[src/rtl/mux16_rr_if.sv]
//==============================================================================
// Module   : mux16_rr_if
// Brief    : Request/grant bundle between 16 requesters and the mux16 scheduler.
//            Timeout signal present only when MUX16_TIMEOUT_EN is defined.
// Revision : 1.0 - initial release
//==============================================================================
`default_nettype none

interface mux16_rr_if;
  logic [15:0] req;
  logic        done;
  logic [3:0]  sel;
  logic [15:0] gnt;
  logic        gnt_valid;
`ifdef MUX16_TIMEOUT_EN
  logic        timeout;

  modport master (output req, done, input sel, gnt, gnt_valid, timeout);
  modport slave  (input req, done, output sel, gnt, gnt_valid, timeout);
`else
  modport master (output req, done, input sel, gnt, gnt_valid);
  modport slave  (input req, done, output sel, gnt, gnt_valid);
`endif
endinterface

`default_nettype wire

[src/rtl/mux16_rr_scheduler.sv]
//==============================================================================
// Module   : mux16_rr_scheduler
// Brief    : Round-robin grant/select generator for a shared 16:1 mux.
//            Optional forced release on long holds: define MUX16_TIMEOUT_EN.
// Revision : 1.0 - initial release
//==============================================================================
`default_nettype none

module mux16_rr_scheduler #(
  parameter int HOLD_MAX = 255,
  parameter int CNT_W    = 8
) (
  input  logic         clk,
  input  logic         rst_n,
  mux16_rr_if.slave    bus
);

  localparam logic [0:0] S_IDLE = 1'b0;
  localparam logic [0:0] S_BUSY = 1'b1;

  if (HOLD_MAX > (2**CNT_W) - 1) begin : g_param_chk
    $error("HOLD_MAX does not fit in CNT_W bits");
  end

  logic [0:0] r_state;
  logic [0:0] w_state_nxt;
  logic [3:0] r_ptr;
  logic [3:0] r_sel;
  logic [3:0] w_winner;
  logic [3:0] w_idx;
  logic       w_found;
  logic       w_release;
  logic       w_revoke;
  logic       w_end;

  // First requester at or after ptr, wrapping 15 -> 0.
  always_comb begin
    w_found  = 1'b0;
    w_winner = r_ptr;
    w_idx    = r_ptr;
    for (int i = 0; i < 16; i++) begin
      w_idx = r_ptr + 4'(i);
      if (!w_found && bus.req[w_idx]) begin
        w_found  = 1'b1;
        w_winner = w_idx;
      end
    end
  end

  assign w_release = bus.done | ~bus.req[r_sel];

`ifdef MUX16_TIMEOUT_EN
  logic [CNT_W-1:0] r_cnt;
  logic             r_timeout;

  // A normal release wins over a revoke in the same cycle.
  assign w_revoke = ((r_cnt + 1'b1) == CNT_W'(HOLD_MAX)) & ~w_release;

  always_ff @(posedge clk or negedge rst_n) begin
    if (!rst_n) begin
      r_cnt     <= '0;
      r_timeout <= 1'b0;
    end else begin
      r_timeout <= (r_state == S_BUSY) && w_revoke;
      if (r_state == S_BUSY) begin
        r_cnt <= r_cnt + 1'b1;
      end else begin
        r_cnt <= '0;
      end
    end
  end
`else
  assign w_revoke = 1'b0;
`endif

  assign w_end = w_release | w_revoke;

  always_ff @(posedge clk or negedge rst_n) begin
    if (!rst_n) begin
      r_state <= S_IDLE;
      r_ptr   <= 4'd0;
      r_sel   <= 4'd0;
    end else begin
      r_state <= w_state_nxt;
      if (r_state == S_IDLE && w_found) begin
        r_sel <= w_winner;
      end
      if (r_state == S_BUSY && w_end) begin
        r_ptr <= r_sel + 4'd1;
      end
    end
  end

  always_comb begin
    w_state_nxt = r_state;
    case (r_state)
      S_IDLE:  if (w_found) w_state_nxt = S_BUSY;
      S_BUSY:  if (w_end)   w_state_nxt = S_IDLE;
      default: w_state_nxt = S_IDLE;
    endcase
  end

  always_comb begin
    bus.sel       = r_sel;
    bus.gnt_valid = (r_state == S_BUSY);
    bus.gnt       = '0;
    if (r_state == S_BUSY) begin
      bus.gnt[r_sel] = 1'b1;
    end
`ifdef MUX16_TIMEOUT_EN
    bus.timeout   = r_timeout;
`endif
  end

endmodule

`default_nettype wire
[src/flat_wrapper.sv]
// flat-port wrapper written by rule: the top's interface ports become plain ports
module mux16_rr_scheduler_flat 
#(
  parameter int HOLD_MAX = 255,
  parameter int CNT_W    = 8
)
  (clk, rst_n, bus_req, bus_done, bus_sel, bus_gnt, bus_gnt_valid);
  mux16_rr_if bus_i ();
  input  logic clk;
  input  logic rst_n;
  input wire logic [$bits(bus_i.req)-1:0] bus_req;
  input wire logic [$bits(bus_i.done)-1:0] bus_done;
  output wire logic [$bits(bus_i.sel)-1:0] bus_sel;
  output wire logic [$bits(bus_i.gnt)-1:0] bus_gnt;
  output wire logic [$bits(bus_i.gnt_valid)-1:0] bus_gnt_valid;
  assign bus_i.req = bus_req;
  assign bus_i.done = bus_done;
  assign bus_sel = bus_i.sel;
  assign bus_gnt = bus_i.gnt;
  assign bus_gnt_valid = bus_i.gnt_valid;
  mux16_rr_scheduler #(.HOLD_MAX(HOLD_MAX), .CNT_W(CNT_W)) u_core (.clk(clk), .rst_n(rst_n), .bus(bus_i));
endmodule
[config.mk]
export PLATFORM = sky130hd
export DESIGN_NAME = mux16_rr_scheduler_flat
export DESIGN_NICKNAME = d
export VERILOG_FILES = /design/src/rtl/mux16_rr_if.sv /design/src/rtl/mux16_rr_scheduler.sv /design/src/flat_wrapper.sv
export SDC_FILE = /design/constraint.sdc
export NUM_CORES = 1
export LEC_CHECK = 0
export ABC_AREA = 0
export CORE_ASPECT_RATIO = 1.4
export CORE_MARGIN = 3
export CORE_UTILIZATION = 25
export DETAILED_ROUTE_END_ITERATION = 12
export SLEW_MARGIN = 0
export SYNTH_ARGS = -nofsm -noshare
export SYNTH_HDL_FRONTEND = slang
export SYNTH_SLANG_ARGS = --single-unit
[constraint.sdc]
create_clock -name clk -period 4 [get_ports clk]
set_clock_uncertainty 0.15 [all_clocks]
set_input_delay 1 -clock clk [delete_from_list [all_inputs] [get_ports clk]]
set_output_delay 1 -clock clk [all_outputs]
set_load 0.005 [all_outputs]
==> metrics, run 1 <==
status completed; Pins Over Slew Limit 0; leading area contributor after synthesis mux4_2; Cells after Synth 345; TritonRoute pass-1 iters 5; I/O Buffers 39; Seq/Total Area, Yosys 7.66%; vias in the first global route 3,433; DP HPWL 9.18 mm; Worst Tran Pin Value 0.612 ns; core area 0.0114 mm^2; via count 3,408; Syn. warnings 0; Yosys top cell area share 15.3%; Syn Area/Cell 8.52 um^2; hold_buf cts 0; Skew-Pair Late Insertion Delay 0.24 ns; Die H 134 um; layout cells sized above 1 32.3%; GRT Overall Usage 16.7%; CP Class in -> reg; DRC errors left 0; CP startpoint kind primary input; relative slew slack 59.2%; ant diodes 0; Post-synth EDFFs 0; Tcrit/Tclk final 97.6%; multi-input logic area 0.00260 mm^2; final WL 11.5 mm; Post-DP Area 0.00397 mm^2; met1 usage 17.6%; Final ANT Viol Nets 0; Net Count, Synth 375; clock tree buffer depth 2; CP required 4.00 ns; Post-Syn Area 0.00294 mm^2; largest net degree at the start of global routing 28; final net count 480; Final min period 3.90 ns; Avg WL per Cell 19.5 um; Clock Pin Slew Worst Setup and Hold Paths 0.04 ns; max frequency 0.256 GHz; H-tree Lvls 1; Cell variety after synth 74; top cells by area, synth mux4_2 (15%), mux2i_1 (9.5%), dfrtp_1 (7.7%); CTS Sinks 9; grt met2 use 31.1%; CP Capture Type flop; Layout fillers 1,205; FP Rows 46; M3 GR Usage 2.60%; Final Hold Violating Endpoints 0; most common cell after layout, fill and taps aside buf_4; Hold Slack 0.573 ns; I/O pin count 40; Yosys reg bits 9; first-pass GRT wire length 17.8 mm; CP Max Fanout 5; die width 97.7 um; max cap viols 0; initial antenna violation count 0; Die ar. 0.0131 mm^2; final setup vio count 0; Synth-to-Final Area Change 41.2%; Async SR Flop Fraction 100%; clk root buf clkbuf_16; commonest non-fill, non-tap cells in the layout buf_4 (81), nand2_1 (32), clkdlybuf4s50_1 (30); CTS tree built; CTS buffer count 3; grt peak-use layer met2; Crit path arrival time 3.91 ns; gpl congestion 0.955; vias per cell 5.75; final instance area 0.00415 mm^2; Remaining Overflow, GRT 0; Seq. cell area 225 um^2; Starting DRT DRC Count 257; Synth Flop Type dfrtp_1; Initial Util 25.8%; Worst Hold Class reg -> reg
## area by class of cell
cell class / instances / share of cell area, %
Multi-Input combinational cell: 304 / 62.6
Timing Repair Buffer: 120 / 24.6
Sequential cell: 9 / 5.42
Tap cell: 144 / 4.34
Clock buffer: 3 / 1.81
Inverter: 12 / 1.12
Clock inverter: 1 / 0.121
## per-layer routing
metal	routed length [um]	vias to the layer above
met5	0	-
met4	777	0
met3	617	65
met2	6070	155
met1	4080	1639
li1	-	1549
## registers in the layout, summed over array words and instances (netlist names)
register	cells
u_core.bus.sel	4
u_core.r_ptr	4
u_core.bus.gnt_valid	1
## cells in the mapped netlist, types with 2 or more instances
cell type / count
buf_6: 2
nand3_1: 5
dfrtp_1: 9
o221ai_1: 3
nor3_1: 8
clkbuf_1: 9
o32a_1: 2
mux2i_2: 2
nand4_1: 2
and3_1: 2
a21o_1: 2
a211oi_1: 2
o21ai_0: 21
and2_1: 16
inv_2: 2
inv_1: 9
a21oi_1: 24
nor4_1: 2
o22ai_1: 7
xnor2_1: 7
a221oi_1: 2
nor2b_1: 3
nor2_1: 27
buf_2: 5
mux4_1: 7
a22oi_1: 6
mux4_2: 20
nand2b_1: 4
nand2_1: 32
mux2i_1: 28
xor2_1: 4
or3_1: 2
buf_1: 2
a31oi_1: 8
ha_1: 11
mux2_2: 9
o211ai_1: 2
## through the flow
| step | std cells | utilization [%] | TNS (ns) | setup slack, ns |
|---|---|---|---|---|
| 4_1_cts | 589 | 35.6 | 0 | 0.00336 |
| 2_1_floorplan | 345 | - | 0 | 0.0999 |
| 6_report | 593 | 36.4 | 0 | 0.0960 |
| 3_3_place_gp | 585 | 34.9 | -0.770 | -0.313 |
| 3_5_place_dp | 585 | 34.9 | -0.912 | -0.300 |
| 5_1_grt | 593 | 36.4 | -0.00964 | -0.00964 |
## worst paths after layout
check	start	to	slack [ns]	cells after the start
worst max-delay path	bus_req[13]	u_core.bus.sel[1]	0.1	11
worst min-delay path	u_core.r_ptr[0]	u_core.r_ptr[0]	0.57	3
worst max register to register	u_core.r_ptr[1]	u_core.bus.sel[1]	0.20	11
worst min register to register	u_core.r_ptr[0]	u_core.r_ptr[0]	0.57	3
max in group asynchronous	rst_n	u_core.r_ptr[1]	2.46	1
min in group asynchronous	rst_n	u_core.bus.sel[0]	0.93	1
## logic make-up after synthesis
| group | Yosys count | synth area share (%) |
|---|---|---|
| multiplexers | 67 | 35.9 |
| adder cells (fa/ha/maj) | 11 | 4.68 |
| buffers and inverters | 32 | 5.49 |
| AO/OA/AOI/OAI | 100 | 22.6 |
| AND/OR/NAND/NOR | 114 | 19.9 |
| XOR/XNOR | 12 | 3.83 |
| flip-flops | 9 | 7.66 |
## worst max-delay path, stage by stage
cell and delay [ns]:
clkdlybuf4s50_1 0.47, mux4_2 0.57, mux4_2 0.53, inv_2 0.10
and3_4 0.23, buf_4 0.12, nand4_1 0.22, buf_4 0.23
o2bb2ai_2 0.15, a21oi_1 0.07, a211oi_2 0.22
## what timing repair did
item / in CTS / in global routing
pin swaps: 0 / 3
endpoints found under the setup margin: 2 / 4
setup buffers: 0 / 4
resized for setup: 2 / 26
Power of run 1 is not shown: default switching activity piles up to over one toggle a cycle in this logic, so the estimate is an artifact.
==> run 2: changes to the inputs <==
- MAX_ROUTING_LAYER: unset -> met4
- SLEW_MARGIN: 0 -> 20
==> run 2 against run 1 <==
Compared with the run above:
- non-clock buffer count up 2
- worst hold slack got worse by 0.017 ns
- critical path depth unchanged
- register-to-register slack improved by 0.02 ns
- via count is 1.4% lower
- clock-buffer cell count increased by 1
- final cell count rose by 0.34%
- sequential share of layout area is essentially flat
==> metrics, run 2 (synthesized netlist as in run 1, its figures left out) <==
status completed; clk root buf clkbuf_16; CP Capture Type flop; most common cell after layout, fill and taps aside buf_4; CTS buffer count 3 (unchanged); TritonRoute pass-1 iters 5 (unchanged); max cap viols 0 (unchanged); first-pass GRT wire length 17.9 mm (+0.54%); Remaining Overflow, GRT 0 (unchanged); vias per cell 5.65 (-1.7%); Worst Hold Class reg -> reg; slowest CP cell mux4_2; initial antenna violation count 0 (unchanged); I/O pin count 40 (unchanged); Starting DRT DRC Count 244 (-5.1%); CP required 4.00 ns (about the same); Synth-to-Final Area Change 41.4%; CP Class in -> reg; clock tree buffer depth 2 (unchanged); CP startpoint kind primary input; WP buf/inv 4 (unchanged); Avg WL per Cell 19.6 um (+0.66%); hold_buf cts 0 (unchanged); via count 3,361 (-1.4%); FP Rows 46 (unchanged); Worst Tran Pin Value 0.601 ns (-0.0111 ns); core area 0.0114 mm^2 (unchanged); CTS tree built; GRT Overall Usage 17.6% (+0.81 points); Pins Over Slew Limit 0 (unchanged); I/O Buffers 39 (unchanged); final setup vio count 0 (unchanged); relative slew slack 59.9% (+0.74 points); Die ar. 0.0131 mm^2 (unchanged); max incr delay on CP 0.59 ns (+0.02 ns); Setup TNS Final 0 ns (unchanged); H-tree Lvls 1 (unchanged); layout cells sized above 1 32.2% (-0.14 points); max frequency 0.255 GHz (-0.38%); Final min period 3.92 ns (+0.0150 ns); vias in the first global route 3,323 (-3.2%); top cell family by delay on the critical path multiplexers; die width 97.7 um (unchanged); final net count 482 (+0.42%); Clock Pin Slew Worst Setup and Hold Paths 0.04 ns (about the same); Crit path arrival time 3.92 ns (about the same); commonest non-fill, non-tap cells in the layout buf_4 (83), clkdlybuf4s50_1 (38), nand2_1 (32); Skew-Pair Late Insertion Delay 0.23 ns (about the same); CP Max Fanout 6 (+1); final WL 11.7 mm (+1.0%); ant diodes 0 (unchanged); Tcrit/Tclk final 98.0% (+0.37 points); largest net degree at the start of global routing 28 (unchanged); CTS Sinks 9 (unchanged); gpl congestion 0.953 (-0.27%); DP HPWL 9.44 mm (+2.8%); Die H 134 um (unchanged); DRC errors left 0 (unchanged); Final ANT Viol Nets 0 (unchanged); Final Hold Violating Endpoints 0 (unchanged); crit-path cells clkdlybuf4s50_1, mux4_2, mux4_2, inv_2, and3_4, buf_4, nand4_1, buf_4, o2bb2ai_2, a21oi_1, a211oi_2; Initial Util 25.8% (unchanged)
[run 2: cell count changes in the layout (fill, tap and decap cells not counted), sizes merged]
cell / previous run / this run
clkdlybuf4s50: 30 / 38
clkbuf: 3 / 4
clkinv: 2 / 1
buf: 81 / 83
dlymetal6s2s: 9 / 1
[run 2: metal layers]
metal	vias to the layer above	part of all wire [%]	GRT usage (%)
li1	1557	-	-
met1	1626	36	18.0
met3	45	3.5	1.46
met4	0	5.3	9.08
met5	-	0	-
met2	133	55	33.0
[run 2: final timing paths]
kind / start / endpoint / slack [ns] / cells past startpoint
setup / recovery: bus_req[9] / u_core.bus.sel[1] / 0.08 / 11
hold / removal: u_core.r_ptr[0] / u_core.r_ptr[0] / 0.56 / 3
setup reg to reg: u_core.r_ptr[1] / u_core.bus.sel[1] / 0.22 / 10
hold reg to reg: u_core.r_ptr[0] / u_core.r_ptr[0] / 0.56 / 3
max in group asynchronous: rst_n / u_core.r_ptr[1] / 2.45 / 1
min in group asynchronous: rst_n / u_core.bus.sel[2] / 0.94 / 1
[run 2: final cells by class]
class / count / area, um^2
fillers: 1192 / 7240
inverters: 12 / 46.3
flip-flops and latches: 9 / 225
clock buffers: 4 / 78.8
well taps: 144 / 180
repair buffers: 122 / 1020
multi-input cells: 304 / 2610
[run 2: worst register-to-register path, stage by stage, from the launching register on]
cell and delay (ns):
dfrtp_1 0.36, clkinv_2 0.07, ha_1 0.65, mux4_2 0.66, mux4_2 0.58, nor4b_4 0.32
nand4_1 0.26, buf_4 0.23, o2bb2ai_2 0.15, a21oi_1 0.07, a211oi_2 0.20
[run 2: per-stage QoR]
step / cell area [um^2] / cells / worst slack (ns) / hold WS (ns) / utilization, %
6_report: 4160 / 595 / 0.0810 / 0.556 / 36.5
5_1_grt: 4160 / 595 / -0.00746 / 0.627 / 36.5
4_1_cts: 4080 / 592 / 0.00175 / 0.571 / 35.8
3_5_place_dp: 4000 / 588 / -0.335 / 0.561 / 35.1
3_3_place_gp: 4000 / 588 / -0.390 / 0.556 / 35.1
2_1_floorplan: 2940 / 345 / 0.0999 / 0.554 / -
[run 2: what timing repair did]
item | in CTS | in global routing
setup buffers | 0 | 3
gates resized for setup | 1 | 19
setup endpoints to repair | 1 | 4
gates cloned | 0 | 0
pin swaps | 0 | 3
Power of run 2 is left out for the same reason.
==> run 3: changes to the inputs <==
- CELL_PAD_IN_SITES_DETAIL_PLACEMENT: unset -> 2
- CELL_PAD_IN_SITES_GLOBAL_PLACEMENT: unset -> 2
- PLACE_DENSITY_LB_ADDON: unset -> 0.1
==> run 3 against run 2 <==
Compared with the run above:
- non-clock buffer count rose by 29
- worst hold slack got worse by 0.071 ns
- design area rose by 8.4%
- clock-buffer cell count did not move
- sequential share of layout area fell by 0.42 points
- routed wire length rose by 29%
- global-route usage rose by 5.7 points
- sequential cell count did not move
- fmax rose by 0.46%
- setup slack improved by 0.018 ns
- utilization rose by 3.1 points
- highest routed layer unchanged
==> metrics, run 3 (synthesized netlist as in run 1, its figures left out) <==
final std cells w/o fill 624 (+4.9%); Die ar. 0.0131 mm^2 (unchanged); CTS Sinks 9 (unchanged); DP Cell Count 610 (+3.7%); CP startpoint kind primary input; Setup TNS Final 0 ns (unchanged); die width 97.7 um (unchanged); slowest CP cell mux4_2; max incr delay on CP 0.58 ns (about the same); worst reg2reg path startpoint u_core.r_ptr[1]; CTS buffer count 3 (unchanged); FP Rows 46 (unchanged); Worst Hold Class reg -> reg; DP HPWL 12.1 mm (+28%); GRT Overall Usage 23.2% (+5.7 points); post-layout utilization of the core 39.6% (+3.1 points); CP Max Fanout 5 (-1); met1 usage 24.5% (+6.5 points); relative slew slack 48.4% (-12 points); CP required 4.00 ns (about the same); TritonRoute pass-1 iters 4 (-1); crit-path cells clkdlybuf4s50_1, mux4_2, mux4_2, nor4b_4, and4_1, buf_4, a21oi_2, nor2_1, a21oi_1, a211oi_2; Clock Pin Slew Worst Setup and Hold Paths 0.04 ns (about the same); gpl congestion 0.863 (-9.4%); Skew-Pair Late Insertion Delay 0.23 ns (about the same); Final ANT Viol Nets 0 (unchanged); Seq. cell area 225 um^2 (unchanged); H-tree Lvls 1 (unchanged); vias in the first global route 3,885 (+17%); largest net degree at the start of global routing 28 (unchanged); final net count 511 (+6.0%); I/O Buffers 39 (unchanged); grt met2 use 45.5% (+12 points); DRC errors left 0 (unchanged); commonest non-fill, non-tap cells in the layout buf_4 (110), nand2_1 (32), clkdlybuf4s50_1 (27); Pins Over Slew Limit 0 (unchanged); grt peak-use layer met2; CP Capture Type flop; Die H 134 um (unchanged); Hold Slack 0.485 ns (-0.0710 ns); ant diodes 0 (unchanged); max frequency 0.256 GHz (+0.46%); Final min period 3.90 ns (-0.0179 ns); Crit path arrival time 3.90 ns (-0.02 ns); worst hold start u_core.r_ptr[3]; clk root buf clkbuf_16; vias per cell 5.61 (-0.65%); multi-input logic area 0.00270 mm^2 (+3.4%); Tcrit/Tclk final 97.5% (-0.45 points); via count 3,502 (+4.2%); core area 0.0114 mm^2 (unchanged); Final Hold Violating Endpoints 0 (unchanged); Most common cell on crit path mux4_2; Avg WL per Cell 24.1 um (+23%); Remaining Overflow, GRT 0 (unchanged); Layout fillers 1,314 (+10%); Critical Path Start bus_req[14]; CP Class in -> reg; first-pass GRT wire length 23.0 mm (+28%); status completed; initial antenna violation count 0 (unchanged); Synth-to-Final Area Change 53.4%; CTS tree built; most common cell after layout, fill and taps aside buf_4; Starting DRT DRC Count 153 (-37%); Initial Util 25.8% (unchanged); clock tree buffer depth 2 (unchanged); final WL 15.0 mm (+29%); max cap viols 0 (unchanged); M3 GR Usage 0.780% (-0.68 points); layout cells sized above 1 39.2% (+7.0 points); I/O pin count 40 (unchanged); Worst Tran Pin Value 0.768 ns (+0.167 ns); final setup vio count 0 (unchanged)
[run 3: layout make-up]
class / count / area share [%]
clock buffer: 4 / 1.75
inverter: 12 / 1.03
tap: 144 / 4.00
multi-input combinational: 304 / 59.9
timing repair buffer: 151 / 28.3
sequential: 9 / 4.99
[run 3: through the flow]
step | area [um^2] | setup WS, ns
2_1_floorplan | 2940 | 0.0999
5_1_grt | 4510 | -0.0121
6_report | 4510 | 0.0989
3_3_place_gp | 4160 | -0.380
3_5_place_dp | 4160 | -0.469
4_1_cts | 4300 | 0.00171
[run 3: path summary, 6_finish.rpt]
check	endpoint	slack (ns)	cells past startpoint
setup / recovery	u_core.bus.sel[1]	0.1	10
hold / removal	u_core.r_ptr[3]	0.49	2
setup reg to reg	u_core.bus.sel[1]	0.30	11
hold reg to reg	u_core.r_ptr[3]	0.49	2
max in group asynchronous	u_core.bus.sel[1]	2.45	1
min in group asynchronous	u_core.bus.gnt_valid	0.94	1
[run 3: per-layer routing]
layer  vias to the layer above  wire length [um]
met5                         -                 0
met4                         0               654
met3                        29               380
met2                        82              8370
met1                      1785              5620
li1                       1606                 -
[run 3: critical path: cells and delay by family]
family                 cells  cell delay, ns
AOI/OAI and AO/OA          3            0.34
buffers and inverters      2            0.64
muxes                      2            1.13
and+or+nand+nor            3            0.78
[run 3: repair_timing]
action                     4_1_cts  5_1_grt
gates resized for setup         13       40
setup buffers                    4        6
hold buffers                     0        0
pin swaps                        2        3
setup endpoints to repair        4        4
Power of run 3 is left out for the same reason.
